===== config.mk =====
export PLATFORM = sky130hd
export DESIGN_NAME = axi_rd_arbiter_flat
export DESIGN_NICKNAME = d
export VERILOG_FILES = /design/src/rtl/axi_rd_arbiter_pkg.sv /design/src/rtl/axi_rd_arbiter_if.sv /design/src/rtl/axi_rd_arbiter_grant_sel.sv /design/src/rtl/axi_rd_arbiter.sv /design/src/flat_wrapper.sv
export SDC_FILE = /design/constraint.sdc
export NUM_CORES = 1
export LEC_CHECK = 0
export ABC_CLOCK_PERIOD_IN_PS = 1700
export BUFFER_PORTS_ARGS = -buffer_cell sky130_fd_sc_hd__buf_2
export CAP_MARGIN = 15
export CORE_AREA = 2 2 98 100
export CTS_CLUSTER_DIAMETER = 200
export DETAILED_ROUTE_END_ITERATION = 12
export DIE_AREA = 0 0 100 102
export PLACE_DENSITY = 0.75
export SYNTH_ARGS = -nofsm -noshare
export SYNTH_HDL_FRONTEND = slang
export SYNTH_SLANG_ARGS = --single-unit

===== constraint.sdc =====
create_clock -name clk -period 1.7 [get_ports clk]
set_input_delay 0.17 -clock clk [delete_from_list [all_inputs] [get_ports clk]]
set_output_delay 0.17 -clock clk [all_outputs]
set_load 0.01 [all_outputs]

===== src/rtl/axi_rd_arbiter_pkg.sv =====
// rtl/axi_rd_arbiter_pkg.sv - shared types and constants for the AXI read arbiter
package axi_rd_pkg;

    localparam int RD_AW = 32;

    localparam logic [1:0] RESP_OKAY  = 2'b00;
    localparam logic [1:0] BURST_INCR = 2'b01;

    typedef enum logic [1:0] {
        IDLE = 2'd0,
        ADDR = 2'd1,
        DATA = 2'd2
    } rd_state_t;

    typedef struct packed {
        logic [RD_AW-1:0] addr;
        logic [7:0]       len;
        logic [2:0]       size;
        logic [3:0]       id;
    } rd_req_t;

endpackage


===== src/rtl/axi_rd_arbiter_if.sv =====
// rtl/axi_rd_arbiter_if.sv - cache read port and AXI read channel interfaces
interface cache_rd_if #(
    parameter int AW = 32,
    parameter int DW = 32
);
    logic [AW-1:0] araddr;
    logic [7:0]    arlen;
    logic [2:0]    arsize;
    logic          arvalid;
    logic          arready;
    logic [DW-1:0] rdata;
    logic          rlast;
    logic          rvalid;
    logic          rready;

    // master = cache side, slave = arbiter side
    modport master (output araddr, arlen, arsize, arvalid, rready,
                    input  arready, rdata, rlast, rvalid);
    modport slave  (input  araddr, arlen, arsize, arvalid, rready,
                    output arready, rdata, rlast, rvalid);
endinterface

interface axi_rd_if #(
    parameter int AW = 32,
    parameter int DW = 32
);
    logic [3:0]    arid;
    logic [AW-1:0] araddr;
    logic [7:0]    arlen;
    logic [2:0]    arsize;
    logic [1:0]    arburst;
    logic          arvalid;
    logic          arready;
    logic [3:0]    rid;
    logic [DW-1:0] rdata;
    logic [1:0]    rresp;
    logic          rlast;
    logic          rvalid;
    logic          rready;

    modport master (output arid, araddr, arlen, arsize, arburst, arvalid, rready,
                    input  arready, rid, rdata, rresp, rlast, rvalid);
    modport slave  (input  arid, araddr, arlen, arsize, arburst, arvalid, rready,
                    output arready, rid, rdata, rresp, rlast, rvalid);
endinterface


===== src/rtl/axi_rd_arbiter_grant_sel.sv =====
// rtl/axi_rd_arbiter_grant_sel.sv - I/D grant selection; AXI_RD_RR_EN selects round-robin
module rd_grant_sel (
    input  logic clk,
    input  logic rst,
    input  logic icache_req,
    input  logic dcache_req,
    input  logic upd,
    input  logic cur_dcache,
    output logic grant_valid,
    output logic grant_d
);

`ifdef AXI_RD_RR_EN
    logic last_d_q;

    // The requester granted last loses a tie; the flag moves once the address is accepted.
    always_ff @(posedge clk) begin
        if (rst) begin
            last_d_q <= 1'b0;
        end else if (upd) begin
            last_d_q <= cur_dcache;
        end
    end

    assign grant_d = dcache_req && (!icache_req || !last_d_q);
`else
    logic unused_ok;
    assign unused_ok = ^{clk, rst, upd, cur_dcache};

    assign grant_d = dcache_req;
`endif

    assign grant_valid = icache_req | dcache_req;

endmodule


===== src/rtl/axi_rd_arbiter.sv =====
// rtl/axi_rd_arbiter.sv - one-outstanding-burst AXI read arbiter between i_cache and d_cache
// Optional round-robin grant when AXI_RD_RR_EN is defined (fixed D-over-I otherwise).
module axi_rd_arbiter
    import axi_rd_pkg::*;
#(
    parameter int         AW   = RD_AW,
    parameter int         DW   = 32,
    parameter logic [3:0] I_ID = 4'd0,
    parameter logic [3:0] D_ID = 4'd1
) (
    input  logic       clk,
    input  logic       rst,
    cache_rd_if.slave  icache,
    cache_rd_if.slave  dcache,
    axi_rd_if.master   axi,
    output logic       rd_err
);

    localparam logic [1:0] ST_IDLE = IDLE;
    localparam logic [1:0] ST_ADDR = ADDR;
    localparam logic [1:0] ST_DATA = DATA;

    logic [1:0] state_q;
    rd_req_t    req_q;
    rd_req_t    sel_req;
    logic       grant_d_q;
    logic [7:0] beat_q;
    logic       grant_valid;
    logic       grant_d;
    logic       in_data;
    logic       ar_fire;
    logic       beat_acc;
    logic       unused_ok;

    assign unused_ok = ^axi.rid;

    rd_grant_sel u_grant_sel (
        .clk         (clk),
        .rst         (rst),
        .icache_req  (icache.arvalid),
        .dcache_req  (dcache.arvalid),
        .upd         (ar_fire),
        .cur_dcache  (grant_d_q),
        .grant_valid (grant_valid),
        .grant_d     (grant_d)
    );

    always_comb begin
        sel_req = '0;
        if (grant_d) begin
            sel_req.addr = RD_AW'(dcache.araddr);
            sel_req.len  = dcache.arlen;
            sel_req.size = dcache.arsize;
            sel_req.id   = D_ID;
        end else begin
            sel_req.addr = RD_AW'(icache.araddr);
            sel_req.len  = icache.arlen;
            sel_req.size = icache.arsize;
            sel_req.id   = I_ID;
        end
    end

    assign in_data  = (state_q == ST_DATA);
    assign ar_fire  = (state_q == ST_ADDR) && axi.arready;
    assign beat_acc = in_data && axi.rvalid && axi.rready;

    // The burst always ends on rlast, even when the beat count disagrees with arlen.
    always_ff @(posedge clk) begin
        if (rst) begin
            state_q   <= ST_IDLE;
            req_q     <= '0;
            grant_d_q <= 1'b0;
            beat_q    <= 8'd0;
            rd_err    <= 1'b0;
        end else begin
            case (state_q)
                ST_IDLE: begin
                    if (grant_valid) begin
                        req_q     <= sel_req;
                        grant_d_q <= grant_d;
                        state_q   <= ST_ADDR;
                    end
                end
                ST_ADDR: begin
                    if (axi.arready) begin
                        beat_q  <= 8'd0;
                        state_q <= ST_DATA;
                    end
                end
                ST_DATA: begin
                    if (beat_acc) begin
                        beat_q <= beat_q + 8'd1;
                        if ((axi.rresp != RESP_OKAY) ||
                            (axi.rlast != (beat_q == req_q.len))) begin
                            rd_err <= 1'b1;
                        end
                        if (axi.rlast) begin
                            state_q <= ST_IDLE;
                        end
                    end
                end
                default: state_q <= ST_IDLE;
            endcase
        end
    end

    assign axi.arvalid = (state_q == ST_ADDR);
    assign axi.arid    = req_q.id;
    assign axi.araddr  = AW'(req_q.addr);
    assign axi.arlen   = req_q.len;
    assign axi.arsize  = req_q.size;
    assign axi.arburst = BURST_INCR;
    assign axi.rready  = in_data && (grant_d_q ? dcache.rready : icache.rready);

    assign icache.arready = ar_fire && !grant_d_q;
    assign dcache.arready = ar_fire && grant_d_q;

    // R data passes through unregistered; only valid/last are steered.
    assign icache.rdata  = DW'(axi.rdata);
    assign dcache.rdata  = DW'(axi.rdata);
    assign icache.rvalid = in_data && !grant_d_q && axi.rvalid;
    assign icache.rlast  = in_data && !grant_d_q && axi.rlast;
    assign dcache.rvalid = in_data && grant_d_q && axi.rvalid;
    assign dcache.rlast  = in_data && grant_d_q && axi.rlast;

endmodule


===== src/flat_wrapper.sv =====
// flat-port wrapper written by rule: the top's interface ports become plain ports
module axi_rd_arbiter_flat import axi_rd_pkg::*;
#(
    parameter int         AW   = RD_AW,
    parameter int         DW   = 32,
    parameter logic [3:0] I_ID = 4'd0,
    parameter logic [3:0] D_ID = 4'd1
)
  (clk, rst, rd_err, icache_araddr, icache_arlen, icache_arsize, icache_arvalid, icache_rready, icache_arready, icache_rdata, icache_rlast, icache_rvalid, dcache_araddr, dcache_arlen, dcache_arsize, dcache_arvalid, dcache_rready, dcache_arready, dcache_rdata, dcache_rlast, dcache_rvalid, axi_arid, axi_araddr, axi_arlen, axi_arsize, axi_arburst, axi_arvalid, axi_rready, axi_arready, axi_rid, axi_rdata, axi_rresp, axi_rlast, axi_rvalid);
  cache_rd_if #(.AW(AW), .DW(DW)) icache_i ();
  cache_rd_if #(.AW(AW), .DW(DW)) dcache_i ();
  axi_rd_if #(.AW(AW), .DW(DW)) axi_i ();
  input  logic clk;
  input  logic rst;
  output logic rd_err;
  input wire logic [$bits(icache_i.araddr)-1:0] icache_araddr;
  input wire logic [$bits(icache_i.arlen)-1:0] icache_arlen;
  input wire logic [$bits(icache_i.arsize)-1:0] icache_arsize;
  input wire logic [$bits(icache_i.arvalid)-1:0] icache_arvalid;
  input wire logic [$bits(icache_i.rready)-1:0] icache_rready;
  output wire logic [$bits(icache_i.arready)-1:0] icache_arready;
  output wire logic [$bits(icache_i.rdata)-1:0] icache_rdata;
  output wire logic [$bits(icache_i.rlast)-1:0] icache_rlast;
  output wire logic [$bits(icache_i.rvalid)-1:0] icache_rvalid;
  input wire logic [$bits(dcache_i.araddr)-1:0] dcache_araddr;
  input wire logic [$bits(dcache_i.arlen)-1:0] dcache_arlen;
  input wire logic [$bits(dcache_i.arsize)-1:0] dcache_arsize;
  input wire logic [$bits(dcache_i.arvalid)-1:0] dcache_arvalid;
  input wire logic [$bits(dcache_i.rready)-1:0] dcache_rready;
  output wire logic [$bits(dcache_i.arready)-1:0] dcache_arready;
  output wire logic [$bits(dcache_i.rdata)-1:0] dcache_rdata;
  output wire logic [$bits(dcache_i.rlast)-1:0] dcache_rlast;
  output wire logic [$bits(dcache_i.rvalid)-1:0] dcache_rvalid;
  output wire logic [$bits(axi_i.arid)-1:0] axi_arid;
  output wire logic [$bits(axi_i.araddr)-1:0] axi_araddr;
  output wire logic [$bits(axi_i.arlen)-1:0] axi_arlen;
  output wire logic [$bits(axi_i.arsize)-1:0] axi_arsize;
  output wire logic [$bits(axi_i.arburst)-1:0] axi_arburst;
  output wire logic [$bits(axi_i.arvalid)-1:0] axi_arvalid;
  output wire logic [$bits(axi_i.rready)-1:0] axi_rready;
  input wire logic [$bits(axi_i.arready)-1:0] axi_arready;
  input wire logic [$bits(axi_i.rid)-1:0] axi_rid;
  input wire logic [$bits(axi_i.rdata)-1:0] axi_rdata;
  input wire logic [$bits(axi_i.rresp)-1:0] axi_rresp;
  input wire logic [$bits(axi_i.rlast)-1:0] axi_rlast;
  input wire logic [$bits(axi_i.rvalid)-1:0] axi_rvalid;
  assign icache_i.araddr = icache_araddr;
  assign icache_i.arlen = icache_arlen;
  assign icache_i.arsize = icache_arsize;
  assign icache_i.arvalid = icache_arvalid;
  assign icache_i.rready = icache_rready;
  assign icache_arready = icache_i.arready;
  assign icache_rdata = icache_i.rdata;
  assign icache_rlast = icache_i.rlast;
  assign icache_rvalid = icache_i.rvalid;
  assign dcache_i.araddr = dcache_araddr;
  assign dcache_i.arlen = dcache_arlen;
  assign dcache_i.arsize = dcache_arsize;
  assign dcache_i.arvalid = dcache_arvalid;
  assign dcache_i.rready = dcache_rready;
  assign dcache_arready = dcache_i.arready;
  assign dcache_rdata = dcache_i.rdata;
  assign dcache_rlast = dcache_i.rlast;
  assign dcache_rvalid = dcache_i.rvalid;
  assign axi_arid = axi_i.arid;
  assign axi_araddr = axi_i.araddr;
  assign axi_arlen = axi_i.arlen;
  assign axi_arsize = axi_i.arsize;
  assign axi_arburst = axi_i.arburst;
  assign axi_arvalid = axi_i.arvalid;
  assign axi_rready = axi_i.rready;
  assign axi_i.arready = axi_arready;
  assign axi_i.rid = axi_rid;
  assign axi_i.rdata = axi_rdata;
  assign axi_i.rresp = axi_rresp;
  assign axi_i.rlast = axi_rlast;
  assign axi_i.rvalid = axi_rvalid;
  axi_rd_arbiter #(.AW(AW), .DW(DW), .I_ID(I_ID), .D_ID(D_ID)) u_core (.clk(clk), .rst(rst), .icache(icache_i), .dcache(dcache_i), .axi(axi_i), .rd_err(rd_err));
endmodule

==> metrics.md, run 1 <==
| Metric | Value |
|---|---|
| Asr flop ratio synth | 0 |
| Core Area | 9110 µm² |
| Critical path class | reg -> reg |
| Switch share | 0.307 |
| CP peak stage delay | 0.51 ns |
| DRC viols | 0 |
| # clock sinks | 55 |
| Register area | 1100 µm² |
| Peak Freq | 0.637 GHz |
| Die Wd | 100 µm |
| CP delay by family, top | simple AND/OR/NAND/NOR gates |
| Fin crit share | 0.923 |
| Wire per inst | 13.9 µm |
| Cell Area, Synth | 3150 µm² |
| Ant diodes | 0 |
| Peak VDD IR | 0.000326 V |
| Cell internal pwr | 2.14 mW |
| Startpoint types | flop |
| Max-cap violation count | 0 |
| Seq/Total Area, Yosys | 0.350 |
| GRT Overall Usage | 0.143 |
| Row count | 35 |
| Clk pwr share | 0.238 |
| Power density over the cells | 856 nW/µm² |
| DIE HEIGHT | 102 µm |
| Later-pin clock latency in the skew report | 0.30 ns |
| Ordered list of cells on the worst path | and3b_1, a21boi_1, buf_4, or4_1, a21oi_1 |
| Via density per instance | 4.86 |
| Final Hold Fails | 0 |
| Initial DRT Pass Iterations | 4 |
| Post-synth EDFFs | 0 |
| Pre-CTS WS | 0.111 ns |
| CP max FO | 12 |
| Net total in the final layout | 565 |
| Antenna Nets Post-Route | 0 |
| Post-detail-place hpwl | 6030 µm |
| Initial Util | 0.345 |
| Filler Cells Inserted | 936 |
| Clock Skews | 0.00419 ns |
| H-tree levels | 2 |
| Deepest clock path buffer count | 2 |
| Synth warn | 0 |
| Initial antenna violation count | 0 |
| Sequential share of power | 0.490 |
| Fin Setup TNS | 0 ns |
| CTS Hold Bufs | 0 |
| RSZ-0062 raised after global routing | no |
| PortBufs | 149 |
| Status | complete, no violations |
| Final Setup Violations | 0 |
| FF+latch count, synth | 55 |
| CP required | 1.94 ns |
| Gpl congestion | 0.879 |
| LEAKAGE | 1.83 nW |
| Min-delay worst type | in -> reg |
| Resized cells post-CTS | 0 |
| Post-Syn Area per Cell | 8.91 µm² |
| Die Area | 10200 µm² |
| Vias | 2632 |
| Layout cells sized above 1 | 0.399 |
| Crit. End Element | flop |
| Fin worst setup slack | 0.131 ns |
| Routed wire length | 7530 µm |
| CTS root buf | clkbuf_8 |
| Area of the multi-input gates | 1420 µm² |
| Setup repair bufs after CTS | 0 |
| Global route total overflow | 0 |
| Predominant post-synthesis flop cell | dfxtp_1 |
| Final Critical Period | 1.57 ns |
| Syn Inst Count | 353 |
| Sw Pwr | 947 µW |
| CTS buffer count | 5 |
| Vias in the first global route | 2497 |
| Max Slew Vio Count | 0 |
| Gate power share | 0.272 |
| CTS tree | yes |
| Initial drt markers | 54 |
| Crit path DAT | 1.81 ns |
| Yosys cell types | 38 |
| Slowest cell on the critical path | or4_1 |
| Clock Pin Slew Worst Setup and Hold Paths | 0.09 ns |
| Largest net degree at the start of global routing | 55 |
| Layout overhead on the synthesized area | 14.6% |
| Buffers plus inverters on the worst setup path | 1 |
| Ports | 255 |
| First-pass GRT wire length | 11700 µm |
==> cell type report <==
| cell class | count | area share |
|---|---|---|
| sequential | 55 | 0.306 |
| inverter | 2 | 0.00208 |
| multi-input combinational | 207 | 0.393 |
| timing repair buffer | 160 | 0.237 |
| clock inverter | 1 | 0.00139 |
| tap | 111 | 0.0385 |
| clock buffer | 6 | 0.0229 |
==> routing by layer <==
layer  up-vias  wire length [µm]  GRT usage
met3        24               550     0.0383
met2       116              3790      0.256
met4         0               236     0.0727
met5         -                 0          0
li1       1306                 -          -
met1      1186              2950      0.156
==> per-stage QoR <==
stage | std cells | util | power, mW | hold WS, ns | area [µm²]
2_1_floorplan | 356 | - | 2.19 | 0.343 | 3160
3_3_place_gp | 535 | 0.385 | 2.36 | 0.340 | 3510
3_5_place_dp | 535 | 0.385 | 2.39 | 0.340 | 3510
4_1_cts | 542 | 0.395 | 3.13 | 0.136 | 3600
5_1_grt | 542 | 0.396 | 3.28 | 0.137 | 3610
6_report | 542 | 0.396 | 3.09 | 0.136 | 3610
==> registers in the layout (all words and copies together) (netlist names) <==
| name | count |
|---|---|
| u_core.axi.araddr | 32 |
| u_core.axi.arlen | 8 |
| u_core.beat_q | 8 |
| u_core.axi.arsize | 3 |
| u_core.state_q | 2 |
| u_core.axi.arid | 1 |
| u_core.rd_err | 1 |
==> cell families after synthesis <==
group / count (synthesis) / share of synthesized area
AO/OA/AOI/OAI: 63 / 0.141
XOR/XNOR: 10 / 0.0278
adder cells (fa/ha/maj): 1 / 0.00398
buffers and inverters: 94 / 0.206
flip-flops: 55 / 0.350
multiplexers: 45 / 0.145
other: 2 / 0.00239
AND/OR/NAND/NOR: 83 / 0.124
==> cell usage after synthesis (2+ instances only) <==
cell type  count  share of area
buf_4         72           0.17
nor2_1        56          0.067
dfxtp_1       55           0.35
mux2i_1       44           0.14
a211oi_1      43           0.10
buf_2         13          0.021
a21oi_1        9          0.014
xor2_1         9          0.025
clkbuf_1       5         0.0060
nand2_1        5         0.0060
o21ai_0        3         0.0048
or3_1          3         0.0060
or4_1          3         0.0072
conb_1         2         0.0024
inv_1          2         0.0024
nand2b_1       2         0.0040
nand3_1        2         0.0032
nand3b_1       2         0.0048
nand4_1        2         0.0040
nor4_1         2         0.0040
o31ai_1        2         0.0048
==> power groups by stage <==
stage	registers, mW	clock network [mW]	logic (mW)
global route	1.53	0.815	0.928
floorplan	1.60	0	0.592
detailed placement	1.54	0	0.847
CTS	1.51	0.766	0.848
global placement	1.54	0	0.824
finish	1.51	0.734	0.839
==> layout by cell type, fill, tap and decap left out, types with 2 or more instances in the layout <==
cell type / Yosys / final
a211oi_1: 43 / 43
a21oi_1: 9 / 9
buf_12: 0 / 2
buf_2: 13 / 149
buf_4: 72 / 9
clkbuf_8: 0 / 6
conb_1: 2 / 5
dfxtp_1: 55 / 54
inv_1: 2 / 2
mux2i_1: 44 / 44
nand2_1: 5 / 5
nand2b_1: 2 / 2
nand3_1: 2 / 2
nand3b_1: 2 / 2
nand4_1: 2 / 2
nor2_1: 56 / 56
o21ai_0: 3 / 3
o31ai_1: 2 / 2
or3_1: 3 / 3
or4_1: 3 / 3
xor2_1: 9 / 9
==> path summary, 6_finish.rpt <==
kind | cells past startpoint | endpoint | slack [ns] | startpoint
setup reg to reg | 5 | u_core.beat_q[5] | 0.13 | u_core.state_q[0]
setup / recovery | 5 | u_core.beat_q[5] | 0.13 | u_core.state_q[0]
hold / removal | 2 | u_core.state_q[1] | 0.14 | rst
hold reg to reg | 2 | u_core.axi.araddr[7] | 0.50 | u_core.axi.araddr[7]
Power figures use the tool's default switching activity.
==> run 2, diff against run 1 <==
--- a/config.mk
+++ b/config.mk
@@ -12,7 +12,7 @@
 export CTS_CLUSTER_DIAMETER = 200
 export DETAILED_ROUTE_END_ITERATION = 12
 export DIE_AREA = 0 0 100 102
-export PLACE_DENSITY = 0.75
+export PLACE_DENSITY = 0.81
 export SYNTH_ARGS = -nofsm -noshare
 export SYNTH_HDL_FRONTEND = slang
 export SYNTH_SLANG_ARGS = --single-unit
==> run 2 against run 1 <==
  * First-iteration DRC count increased by 5.6%
  * Core utilization is 0.082 points lower
  * Critical endpoint unchanged
  * Via count shrank 0.30%
  * Cell count rose by 0.18%
  * Critical path type unchanged
  * Global-route usage down 0.37 points
  * Power decreased by 0.84%
  * Clock power fell by 2%
  * Register-to-register slack is essentially flat
==> metrics.md, run 2 (same netlist as run 1, synthesis figures left out) <==
| Metric | Value |
|---|---|
| Hold path start | rst |
| Initial antenna violation count | 0 |
| Max-cap violation count | 0 |
| Vias | 2624 |
| Critical Path Source | u_core.state_q[1] |
| Gpl congestion | 0.893 |
| CP max FO | 12 |
| GRT Overall Usage | 0.139 |
| Wire per inst | 13.4 µm |
| Layout overhead on the synthesized area | 14.4% |
| Peak VDD IR | 0.000347 V |
| Power density over the cells | 851 nW/µm² |
| Number of flip-flops in the largest register | 32 |
| Final Setup Violations | 0 |
| Crit. End Element | flop |
| Deepest clock path buffer count | 2 |
| Critical path class | reg -> reg |
| Routed wire length | 7290 µm |
| Filler Cells Inserted | 936 |
| Min-delay worst type | in -> reg |
| FF-to-FF Start | u_core.state_q[1] |
| Initial DRT Pass Iterations | 4 |
| Initial drt markers | 57 |
| Via density per instance | 4.83 |
| Startpoint types | flop |
| Largest net degree at the start of global routing | 45 |
| Post-detail-place hpwl | 5880 µm |
| Max Slew Vio Count | 0 |
| Die Wd | 100 µm |
| Crit path DAT | 1.81 ns |
| PortBufs | 149 |
| DRC viols | 0 |
| Ant diodes | 0 |
| Net total in the final layout | 565 |
| Area of the multi-input gates | 1410 µm² |
| Final Hold Fails | 0 |
| CTS root buf | clkbuf_8 |
| Resized cells post-CTS | 0 |
| Fin Setup TNS | 0 ns |
| Clock Pin Slew Worst Setup and Hold Paths | 0.10 ns |
| Vias in the first global route | 2583 |
| CTS buffer count | 5 |
| # clock sinks | 55 |
| DIE HEIGHT | 102 µm |
| H-tree levels | 2 |
| Clock Skews | 0.00706 ns |
| Antenna Nets Post-Route | 0 |
| Layout cells sized above 1 | 0.398 |
| Final Critical Period | 1.57 ns |
| Fin crit share | 0.922 |
| First-pass GRT wire length | 11400 µm |
| CTS Hold Bufs | 0 |
| Hold Slack | 0.162 ns |
| Status | complete, no violations |
| RSZ-0062 raised after global routing | no |
| Die Area | 10200 µm² |
| Register area | 1100 µm² |
| Later-pin clock latency in the skew report | 0.30 ns |
| Most common cell after layout, fill and taps aside | buf_2 |
| Global route total overflow | 0 |
| Slew margin rel. | 0.627 |
| CP required | 1.94 ns |
| LEAKAGE | 1.82 nW |
| Worst-Margin Slew | 0.554 ns |
| Setup repair bufs after CTS | 0 |
| Highest-count cells in the layout ignoring fill and taps | buf_2 (149), nor2_1 (56), dfxtp_1 (53), mux2i_1 (44), a211oi_1 (43) |
| CTS tree | yes |
| Row count | 35 |
| Peak Freq | 0.638 GHz |
| Ports | 255 |
| Initial Util | 0.345 |
| Core Area | 9110 µm² |
[run 2: cell count changes in the layout (fill, tap and decap cells not counted)]
cell | previous run | this run
clkbuf_1 | 0 | 1
clkbuf_8 | 6 | 5
clkinvlp_4 | 0 | 1
dfxtp_1 | 54 | 53
dfxtp_2 | 1 | 2
nor4_1 | 1 | 2
nor4_2 | 1 | 0
[run 2: area by class of cell]
type                       instances  share of cell area
multi-input combinational        207               0.392
sequential                        55               0.307
timing repair buffer             160               0.237
tap                              111              0.0386
clock buffer                       6              0.0202
clock inverter                     2             0.00348
inverter                           2             0.00209
[run 2: path summary, 6_finish.rpt]
| check | slack, ns | cells past startpoint | endpoint |
|---|---|---|---|
| setup / recovery | 0.13 | 5 | u_core.beat_q[5] |
| hold / removal | 0.16 | 2 | u_core.state_q[0] |
| setup reg to reg | 0.13 | 5 | u_core.beat_q[5] |
| hold reg to reg | 0.50 | 2 | u_core.axi.araddr[30] |
[run 2: per-layer routing]
| metal | vias to the layer above | track usage | share of wire | routed length, µm |
|---|---|---|---|---|
| li1 | 1312 | - | - | - |
| met1 | 1194 | 0.146 | 0.39 | 2810 |
| met2 | 100 | 0.264 | 0.53 | 3840 |
| met3 | 18 | 0.0376 | 0.069 | 502 |
| met4 | 0 | 0.0569 | 0.019 | 140 |
| met5 | - | 0 | 0 | 0 |
[run 2: worst max-delay path: stages, from the launching register on]
cell and delay, ns:
dfxtp_2 0.36, nand3b_4 0.18, a21boi_1 0.14, buf_4 0.17
or4_1 0.51, a21oi_1 0.15
[run 2: metrics by stage]
stage | utilization | worst slack (ns) | total power, mW | cells | cell area [µm²]
after floorplan | - | 0.327 | 2.19 | 356 | 3160
after global placement | 0.385 | 0.160 | 2.35 | 535 | 3510
after detailed placement | 0.385 | 0.121 | 2.38 | 535 | 3510
after CTS | 0.395 | 0.0942 | 3.10 | 543 | 3600
after global routing | 0.395 | 0.0349 | 3.26 | 543 | 3600
final | 0.395 | 0.133 | 3.06 | 543 | 3600
[run 2: power breakdown]
part / total (mW) / switching, mW / internal, mW
combinational: 0.829 / 0.441 / 0.389
clock: 0.717 / 0.427 / 0.290
sequential: 1.51 / 0.0870 / 1.43
total: 3.06 / 0.955 / 2.11
